`src/rtl/fetch_ctrl_if.sv`:
```
// Handshake bundle between the fetch/execute sequencer and its environment
// (run control, instruction memory read port, phase and status outputs).
interface fetch_ctrl_if #(
   parameter int unsigned ADDR_W = 2,
   parameter int unsigned DATA_W = 2
);
   logic              start;
   logic              halt_req;
   logic              mem_ready;
   logic [DATA_W-1:0] mem_rdata;
   logic              mem_rd;
   logic [ADDR_W-1:0] mem_addr;
   logic              status;
   logic [ADDR_W-1:0] pc;
   logic [DATA_W-1:0] ir;
   logic              ir_valid;
   logic              done;
   logic              err;

   modport master (
      input  start, halt_req, mem_ready, mem_rdata,
      output mem_rd, mem_addr, status, pc, ir, ir_valid, done, err
   );

   modport slave (
      output start, halt_req, mem_ready, mem_rdata,
      input  mem_rd, mem_addr, status, pc, ir, ir_valid, done, err
   );
endinterface

```
`src/rtl/fetch_ctrl.sv`:
```
// Fetch/execute sequencer: owns PC and IR, reads memory with a bounded
// ready wait, and drives the fetch/execute status phase bit.
module fetch_ctrl #(
   parameter int unsigned ADDR_W   = 2,
   parameter int unsigned DATA_W   = 2,
   parameter int unsigned WAIT_MAX = 4,
   parameter bit          WRAP     = 1'b0
) (
   input logic         clk,
   input logic         reset,
   fetch_ctrl_if.master bus
);

   typedef enum logic [1:0] {StIdle, StFetch, StExec, StDone} state_e;

   state_e            state_q, state_d;
   logic [ADDR_W-1:0] pc_q, pc_d;
   logic [DATA_W-1:0] ir_q, ir_d;
   logic              err_q, err_d;
   logic [3:0]        wait_q, wait_d;
   logic [ADDR_W-1:0] operand;

   if (DATA_W >= ADDR_W) begin : g_op
      assign operand = ir_q[ADDR_W-1:0];
   end else begin : g_op_ext
      assign operand = {{(ADDR_W-DATA_W){1'b0}}, ir_q};
   end

   always_ff @(posedge clk or posedge reset) begin
      if (reset) begin
         state_q <= StIdle;
         pc_q    <= '0;
         ir_q    <= '0;
         err_q   <= 1'b0;
         wait_q  <= '0;
      end else begin
         state_q <= state_d;
         pc_q    <= pc_d;
         ir_q    <= ir_d;
         err_q   <= err_d;
         wait_q  <= wait_d;
      end
   end

   always_comb begin
      state_d = state_q;
      pc_d    = pc_q;
      ir_d    = ir_q;
      err_d   = err_q;
      wait_d  = wait_q;
      unique case (state_q)
         StIdle, StDone: begin
            if (bus.start) begin
               pc_d    = '0;
               err_d   = 1'b0;
               wait_d  = '0;
               state_d = StFetch;
            end
         end
         StFetch: begin
            // A ready on the last allowed wait cycle still wins over the timeout.
            if (bus.mem_ready) begin
               ir_d    = bus.mem_rdata;
               wait_d  = '0;
               state_d = StExec;
            end else if (wait_q == 4'(WAIT_MAX - 1)) begin
               err_d   = 1'b1;
               state_d = StDone;
            end else begin
               wait_d = wait_q + 4'd1;
            end
         end
         StExec: begin
            pc_d = pc_q + ADDR_W'(1);
            if (bus.halt_req || (!WRAP && (pc_q == '1))) begin
               state_d = StDone;
            end else begin
               state_d = StFetch;
            end
         end
         default: state_d = StIdle;
      endcase
   end

   always_comb begin
      bus.mem_rd   = (state_q == StFetch);
      bus.status   = (state_q == StExec);
      bus.ir_valid = (state_q == StExec);
      bus.done     = (state_q == StDone);
      unique case (state_q)
         StFetch: bus.mem_addr = pc_q;
         StExec:  bus.mem_addr = operand;
         default: bus.mem_addr = '0;
      endcase
   end

   assign bus.pc  = pc_q;
   assign bus.ir  = ir_q;
   assign bus.err = err_q;

endmodule

```
`src/flat_wrapper.sv`:
```
// flat-port wrapper written by rule: the top's interface ports become plain ports
module fetch_ctrl_flat 
#(
   parameter int unsigned ADDR_W   = 2,
   parameter int unsigned DATA_W   = 2,
   parameter int unsigned WAIT_MAX = 4,
   parameter bit          WRAP     = 1'b0
)
  (clk, reset, bus_start, bus_halt_req, bus_mem_ready, bus_mem_rdata, bus_mem_rd, bus_mem_addr, bus_status, bus_pc, bus_ir, bus_ir_valid, bus_done, bus_err);
  fetch_ctrl_if #(.ADDR_W(ADDR_W), .DATA_W(DATA_W)) bus_i ();
  input logic clk;
  input logic reset;
  input wire logic [$bits(bus_i.start)-1:0] bus_start;
  input wire logic [$bits(bus_i.halt_req)-1:0] bus_halt_req;
  input wire logic [$bits(bus_i.mem_ready)-1:0] bus_mem_ready;
  input wire logic [$bits(bus_i.mem_rdata)-1:0] bus_mem_rdata;
  output wire logic [$bits(bus_i.mem_rd)-1:0] bus_mem_rd;
  output wire logic [$bits(bus_i.mem_addr)-1:0] bus_mem_addr;
  output wire logic [$bits(bus_i.status)-1:0] bus_status;
  output wire logic [$bits(bus_i.pc)-1:0] bus_pc;
  output wire logic [$bits(bus_i.ir)-1:0] bus_ir;
  output wire logic [$bits(bus_i.ir_valid)-1:0] bus_ir_valid;
  output wire logic [$bits(bus_i.done)-1:0] bus_done;
  output wire logic [$bits(bus_i.err)-1:0] bus_err;
  assign bus_i.start = bus_start;
  assign bus_i.halt_req = bus_halt_req;
  assign bus_i.mem_ready = bus_mem_ready;
  assign bus_i.mem_rdata = bus_mem_rdata;
  assign bus_mem_rd = bus_i.mem_rd;
  assign bus_mem_addr = bus_i.mem_addr;
  assign bus_status = bus_i.status;
  assign bus_pc = bus_i.pc;
  assign bus_ir = bus_i.ir;
  assign bus_ir_valid = bus_i.ir_valid;
  assign bus_done = bus_i.done;
  assign bus_err = bus_i.err;
  fetch_ctrl #(.ADDR_W(ADDR_W), .DATA_W(DATA_W), .WAIT_MAX(WAIT_MAX), .WRAP(WRAP)) u_core (.clk(clk), .reset(reset), .bus(bus_i));
endmodule
```
`config.mk`:
```
export PLATFORM = sky130hd
export DESIGN_NAME = fetch_ctrl_flat
export DESIGN_NICKNAME = d
export VERILOG_FILES = /design/src/rtl/fetch_ctrl_if.sv /design/src/rtl/fetch_ctrl.sv /design/src/flat_wrapper.sv
export SDC_FILE = /design/constraint.sdc
export NUM_CORES = 1
export LEC_CHECK = 0
export ABC_AREA = 1
export BUFFER_PORTS_ARGS = -buffer_cell sky130_fd_sc_hd__buf_2
export CAP_MARGIN = 20
export CELL_PAD_IN_SITES_DETAIL_PLACEMENT = 0
export CELL_PAD_IN_SITES_GLOBAL_PLACEMENT = 1
export CORE_AREA = 2 2 48 50
export DETAILED_ROUTE_END_ITERATION = 7
export DIE_AREA = 0 0 50 52
export PLACE_DENSITY_LB_ADDON = 0.3
export SYNTH_ARGS = -nofsm -noshare
export SYNTH_HDL_FRONTEND = slang
export SYNTH_SLANG_ARGS = --single-unit
```
`constraint.sdc`:
```
create_clock -name clk -period 1.73 [get_ports clk]
set_input_delay 0.0865 -clock clk [delete_from_list [all_inputs] [get_ports clk]]
set_output_delay 0.0865 -clock clk [all_outputs]
set_load 0.05 [all_outputs]
```
==> results of run 1 <==
critical path, cell delays in order, from the launching register on:
cell and delay [ps]:
dfrtp_1 400, inv_1 90, ha_1 400, a21oi_2 130
buf_2 270
per-stage QoR:
stage,setup WS [ps],std cells
6_report,75.7,139
5_1_grt,4.24,139
4_1_cts,59.0,139
3_5_place_dp,218,134
3_3_place_gp,273,134
2_1_floorplan,121,90
power by group through the flow:
| stage | clock, mW | sequential (mW) | combinational, mW |
|---|---|---|---|
| 2_1_floorplan | 0 | 0.620 | 0.755 |
| 3_3_place_gp | 0 | 0.439 | 1.15 |
| 3_5_place_dp | 0 | 0.442 | 1.15 |
| 4_1_cts | 0.190 | 0.438 | 1.16 |
| 5_1_grt | 0.202 | 0.454 | 1.26 |
| 6_report | 0.182 | 0.438 | 1.15 |
worst paths after layout:
kind                                               start  cells past startpoint                       endpoint  slack, ps
setup / recovery           u_core.state_q[0]$_DFFE_PP0P_                      4                bus_mem_addr[1]         80
hold / removal                          bus_mem_rdata[0]                      2   u_core.bus.ir[0]$_DFFE_PP0P_         40
setup reg to reg           u_core.state_q[0]$_DFFE_PP0P_                      8     u_core.bus.err$_DFFE_PP0P_        220
hold reg to reg               u_core.bus.err$_DFFE_PP0P_                      2     u_core.bus.err$_DFFE_PP0P_        480
max in group asynchronous                          reset                      3  u_core.state_q[1]$_DFFE_PP0P_       1070
min in group asynchronous                          reset                      3     u_core.bus.err$_DFFE_PP0P_        350
final cells by class:
class                   instances  area (um^2)  share of cell area [%]
inverters                      12         45.0                    5.21
multi-input cells              66          385                    44.6
well taps                      28         35.0                    4.05
flip-flops and latches         11          275                    31.8
clock buffers                   4         26.3                    3.04
repair buffers                 18         97.6                    11.3
kinds of logic (layout without fill, tap and decap cells):
kind of cell,Yosys count,in the layout
xor+xnor,1,1
fa+ha+maj,7,7
buf+inv,13,34
mux,2,2
flops,11,11
compound gates,9,9
simple gates,47,47
placed cells by master (no fill, tap or decap), drive strengths merged, types with 3 or more instances in the layout:
cell    Yosys  final
dfrtp      11     11
buf         1     16
o21ai       3      3
nand2      31     31
clkbuf      0      5
a21oi       6      6
ha          7      7
inv        12     12
nor2        9      9
nand3       4      4
synth_stat cells, drive strengths merged:
cell   instances  area share, %
nand2         31             18
inv           12            6.4
dfrtp         11             39
nor2           9            4.8
ha             7             12
a21oi          6            4.3
nand3          4            2.8
o21ai          3            3.7
mux2           2            3.2
nand4          2            1.8
buf            1            1.1
nor3           1           0.71
xor2           1            1.2
flip-flops by register name (all words and copies together), names as in the netlist:
signal / cells
u_core.bus.ir: 2
u_core.wait_q: 4
u_core.state_q: 2
u_core.bus.err: 1
u_core.bus.pc: 2
layer usage:
layer	vias to the layer above	global-route usage, %
met5	-	0
met2	14	21.9
met1	277	16.8
met4	0	8.33
met3	5	1.72
li1	325	-
timing repair:
item,4_1_cts,5_1_grt
gates resized for setup,0,1
endpoints found under the setup margin,0,1
hold buffers,1,0
endpoints found under the hold margin,11,0
==> metrics, run 1 <==
run status finished clean; Synth Net Count 104; XOR/XNOR share of the synthesized area 1.25%; Sinks on Clock Net 11; Max FO, Critical Path 6; kind of start point of the critical path register; RSZ-0062 raised after global routing no; internal power of the cells 0.762 mW; switching share of power 57.0%; Area growth syn-to-layout 23.0%; synthesized-area fraction occupied by ao, oa, aoi and oai cells 8.01%; CORE AREA 2110 um^2; fraction of synthesized area in multiplexers 3.20%; Layout Cell Area excl Fill 865 um^2; sum of net half-perimeters after detailed placement 1160 um; sequential share of power 24.7%; number of nets with antenna violations after detailed routing 0; H-tree depth reported by CTS 1; count of nets after finishing 126; clock-pin slew reported for the worst setup and hold paths after clock tree synthesis 70 ps; Slew @ Worst Pin 451 ps; total DRC errors in the routed layout 0; GRT Resource Usage Total 13.5%; fin util 41.1%; latest clock arrival within the worst-skew pair 270 ps; MaxCap Viol Count 0; M1 wire length 711 um; count of boundary I/O pins 18; post-layout minimum cycle time 1650 ps; post-synthesis cell type count 17; portion of total power attributed to combinational logic 65.0%; post-synthesis simple-gate area fraction 28.5%; main combinational cell family by area after synthesis simple AND/OR/NAND/NOR gates; Die Footprint 2600 um^2; share of final-layout standard cells stronger than drive strength 1 29.7%; number of buffers inserted during clock tree synthesis 3; final count of negative-setup-slack endpoints 0; Leakage Power 0.486 nW; sequential area share after synthesis 39.1%; Cell Area, Placed 826 um^2; number of port buffers 17; worst hold margin 41.3 ps; number of fill cells in the layout 219; startpoint-to-endpoint class of the critical path reg2out; average vias per placed instance 4.47; setup clock skew after layout 0.433 ps; clock network fraction of total power 10.3%; number of buffers added for setup after CTS 0; overall die height 52 um; switching power of the nets 1.01 mW; kind of end point of the critical path output pin; overall power after layout 1.77 mW; die span in x 50 um; required time of the critical path 1640 ps; buffer cell driving the clock tree root clkbuf_4; uppermost routed layer met4; adder and majority cell fraction of the synthesized area 12.5%; Synth Instances 90; CTS tree built; power per cell area 2050 nW/um^2; Hold Violations, Final 0; maximum number of pins on one net before global-route repair 12; number of global-route vias before repair 604; total number of vias 621; number of warnings issued by yosys 0; Pre-Repair DR Iteration Count 4; buffer depth of the longest clock path 2; last weighted congestion value of the routability-driven placer 0.763; timing-limited maximum frequency 604 MHz; DRC marker count from the first detailed-route iteration 7; mean post-synth cell area 7.81 um^2; kind of path behind the tightest hold check in2reg; WL met3 54 um; wire length of the first global-routing pass 2610 um; WL/cell 10.8 um; critical path data arrival time 1570 ps; initial antenna violation count 0; max_slew headroom 69.9%; max-slew violations 0; met2 wire length 695 um; final wirelength 1500 um; accumulated negative setup slack 0 ps; total congestion overflow after global routing 0; Placement Rows 17; number of synthesized register bits 11; Peak supply drop 1.03 mV; Tcrit/Tclk final 95.6%; initial core utilization 33.4%; cell area after synthesis 703 um^2; final antenna diode count 0
No activity file was read; power rests on OpenSTA's default activity.
==> run 2: changes to the inputs <==
- PLACE_DENSITY: default -> 0.69
- PLACE_DENSITY_LB_ADDON: 0.3 -> default
==> metrics, run 2 (same netlist as run 1, synthesis figures left out) <==
count of boundary I/O pins 18 (unchanged); Most flops, register u_core.wait_q (unchanged); overall power after layout 1.78 mW (was 1.77 mW); total congestion overflow after global routing 0 (unchanged); maximum number of pins on one net before global-route repair 12 (unchanged); overall die height 52 um (unchanged); max-slew violations 0 (unchanged); critical path data arrival time 1540 ps (was 1570 ps); total number of vias 606 (was 621); Die Footprint 2600 um^2 (unchanged); wire length of the first global-routing pass 2660 um (was 2610 um); timing-limited maximum frequency 614 MHz (was 604 MHz); Tcrit/Tclk final 94.1% (was 95.6%); area taken by multi-input logic gates 390 um^2 (was 385 um^2); H-tree depth reported by CTS 1 (unchanged); most common cell after layout, fill and taps aside nand2_1 (unchanged); final count of negative-setup-slack endpoints 0 (unchanged); number of buffers added for setup after CTS 0 (unchanged); run status finished clean (unchanged); buffer cell driving the clock tree root clkbuf_4 (unchanged); Placement Rows 17 (unchanged); number of global-route vias before repair 634 (was 604); total DRC errors in the routed layout 0 (unchanged); MaxCap Viol Count 0 (unchanged); share of final-layout standard cells stronger than drive strength 1 31.5% (was 29.7%); post-layout minimum cycle time 1630 ps (was 1650 ps); number of nets with antenna violations after detailed routing 0 (unchanged); number of port buffers 17 (unchanged); Sinks on Clock Net 11 (unchanged); fin util 41.4% (was 41.1%); initial antenna violation count 0 (unchanged); kind of end point of the critical path output pin (unchanged); flip-flop and latch area 275 um^2 (unchanged); sum of net half-perimeters after detailed placement 1130 um (was 1160 um); max_slew headroom 71.0% (was 69.9%); average vias per placed instance 4.36 (was 4.47); latest clock arrival within the worst-skew pair 270 ps (about the same); buffer depth of the longest clock path 2 (unchanged); number of fill cells in the layout 219 (unchanged); Peak supply drop 1.11 mV (was 1.03 mV); power per cell area 2040 nW/um^2 (was 2050 nW/um^2); Area growth syn-to-layout 24.0% (was 23.0%); number of flip-flops in the largest register 4 (unchanged); final antenna diode count 0 (unchanged); Leakage Power 0.483 nW (was 0.486 nW); clock-pin slew reported for the worst setup and hold paths after clock tree synthesis 80 ps (was 70 ps); RSZ-0062 raised after global routing no (unchanged); setup clock skew after layout 6.36 ps (was 0.433 ps); final wirelength 1440 um (was 1500 um); count of nets after finishing 126 (unchanged); startpoint-to-endpoint class of the critical path reg2out (unchanged); number of buffers inserted during clock tree synthesis 3 (unchanged); kind of start point of the critical path register (unchanged); initial core utilization 33.4% (unchanged); last weighted congestion value of the routability-driven placer 0.782 (was 0.763); CTS tree built (unchanged); commonest non-fill, non-tap cells in the layout nand2_1 (26), buf_2 (15), dfrtp_1 (11), inv_1 (10), nor2_1 (9) (was nand2_1 (26), buf_2 (16), dfrtp_1 (11), inv_1 (10), nor2_1 (9)); CORE AREA 2110 um^2 (unchanged); Max FO, Critical Path 8 (was 6); Hold Violations, Final 0 (unchanged); Pre-Repair DR Iteration Count 4 (unchanged); required time of the critical path 1640 ps (about the same); DRC marker count from the first detailed-route iteration 1 (was 7); Slew @ Worst Pin 435 ps (was 451 ps); GRT Resource Usage Total 13.6% (was 13.5%); kind of path behind the tightest hold check in2reg (unchanged); accumulated negative setup slack 0 ps (unchanged); die span in x 50 um (unchanged); WL/cell 10.4 um (was 10.8 um)
## run 2: critical path: stages, from the launching register on
cell      delay, ps
dfrtp_1         430
inv_1           120
ha_2            280
nand2_1          90
a21oi_2         120
clkbuf_4        240
## run 2: through the flow
| stage | instance area [um^2] | setup slack [ps] | std cells | hold slack, ps |
|---|---|---|---|---|
| 2_1_floorplan | 713 | 121 | 90 | -61.1 |
| 6_report | 872 | 101 | 139 | 45.1 |
| 5_1_grt | 872 | 5.80 | 139 | 40.2 |
| 4_1_cts | 862 | 47.2 | 139 | 38.8 |
| 3_5_place_dp | 826 | 200 | 134 | 116 |
| 3_3_place_gp | 826 | 260 | 134 | 106 |
## run 2: layout make-up
class,count,share of cell area [%]
tap,28,4.02
inverter,12,5.16
sequential,11,31.6
clock buffer,4,3.01
multi-input combinational,66,44.8
timing repair buffer,18,11.5
## run 2: routing by layer
metal | part of all wire [%] | vias up | GRT usage [%]
li1 | - | 322 | -
met1 | 48 | 270 | 16.0
met2 | 48 | 12 | 23.5
met3 | 3.8 | 2 | 1.72
met4 | 0.83 | 0 | 8.33
met5 | 0 | - | 0
## run 2: repair_timing
action | CTS | global route
endpoints found under the setup margin | 0 | 3
hold endpoints to repair | 11 | 0
hold buffers | 1 | 0
resized for setup | 0 | 4
## run 2: final timing paths
check                                                    from                       endpoint  slack, ps  cells after the start
worst max-delay path            u_core.state_q[0]$_DFFE_PP0P_                bus_mem_addr[1]        100                      5
worst max register to register  u_core.state_q[0]$_DFFE_PP0P_     u_core.bus.err$_DFFE_PP0P_        250                      8
worst min-delay path                         bus_mem_rdata[1]   u_core.bus.ir[1]$_DFFE_PP0P_         50                      2
min in group asynchronous                               reset  u_core.state_q[0]$_DFFE_PP0P_        350                      3
max in group asynchronous                               reset   u_core.wait_q[2]$_DFFE_PP0P_       1070                      3
worst min register to register     u_core.bus.err$_DFFE_PP0P_     u_core.bus.err$_DFFE_PP0P_        480                      2
## run 2: where the power goes
| part | switching, mW | leakage, nW | internal, mW |
|---|---|---|---|
| clock network | 0.0896 | 0.0150 | 0.0891 |
| registers | 0.0871 | 0.142 | 0.351 |
| logic | 0.829 | 0.326 | 0.334 |
| total | 1.01 | 0.483 | 0.774 |
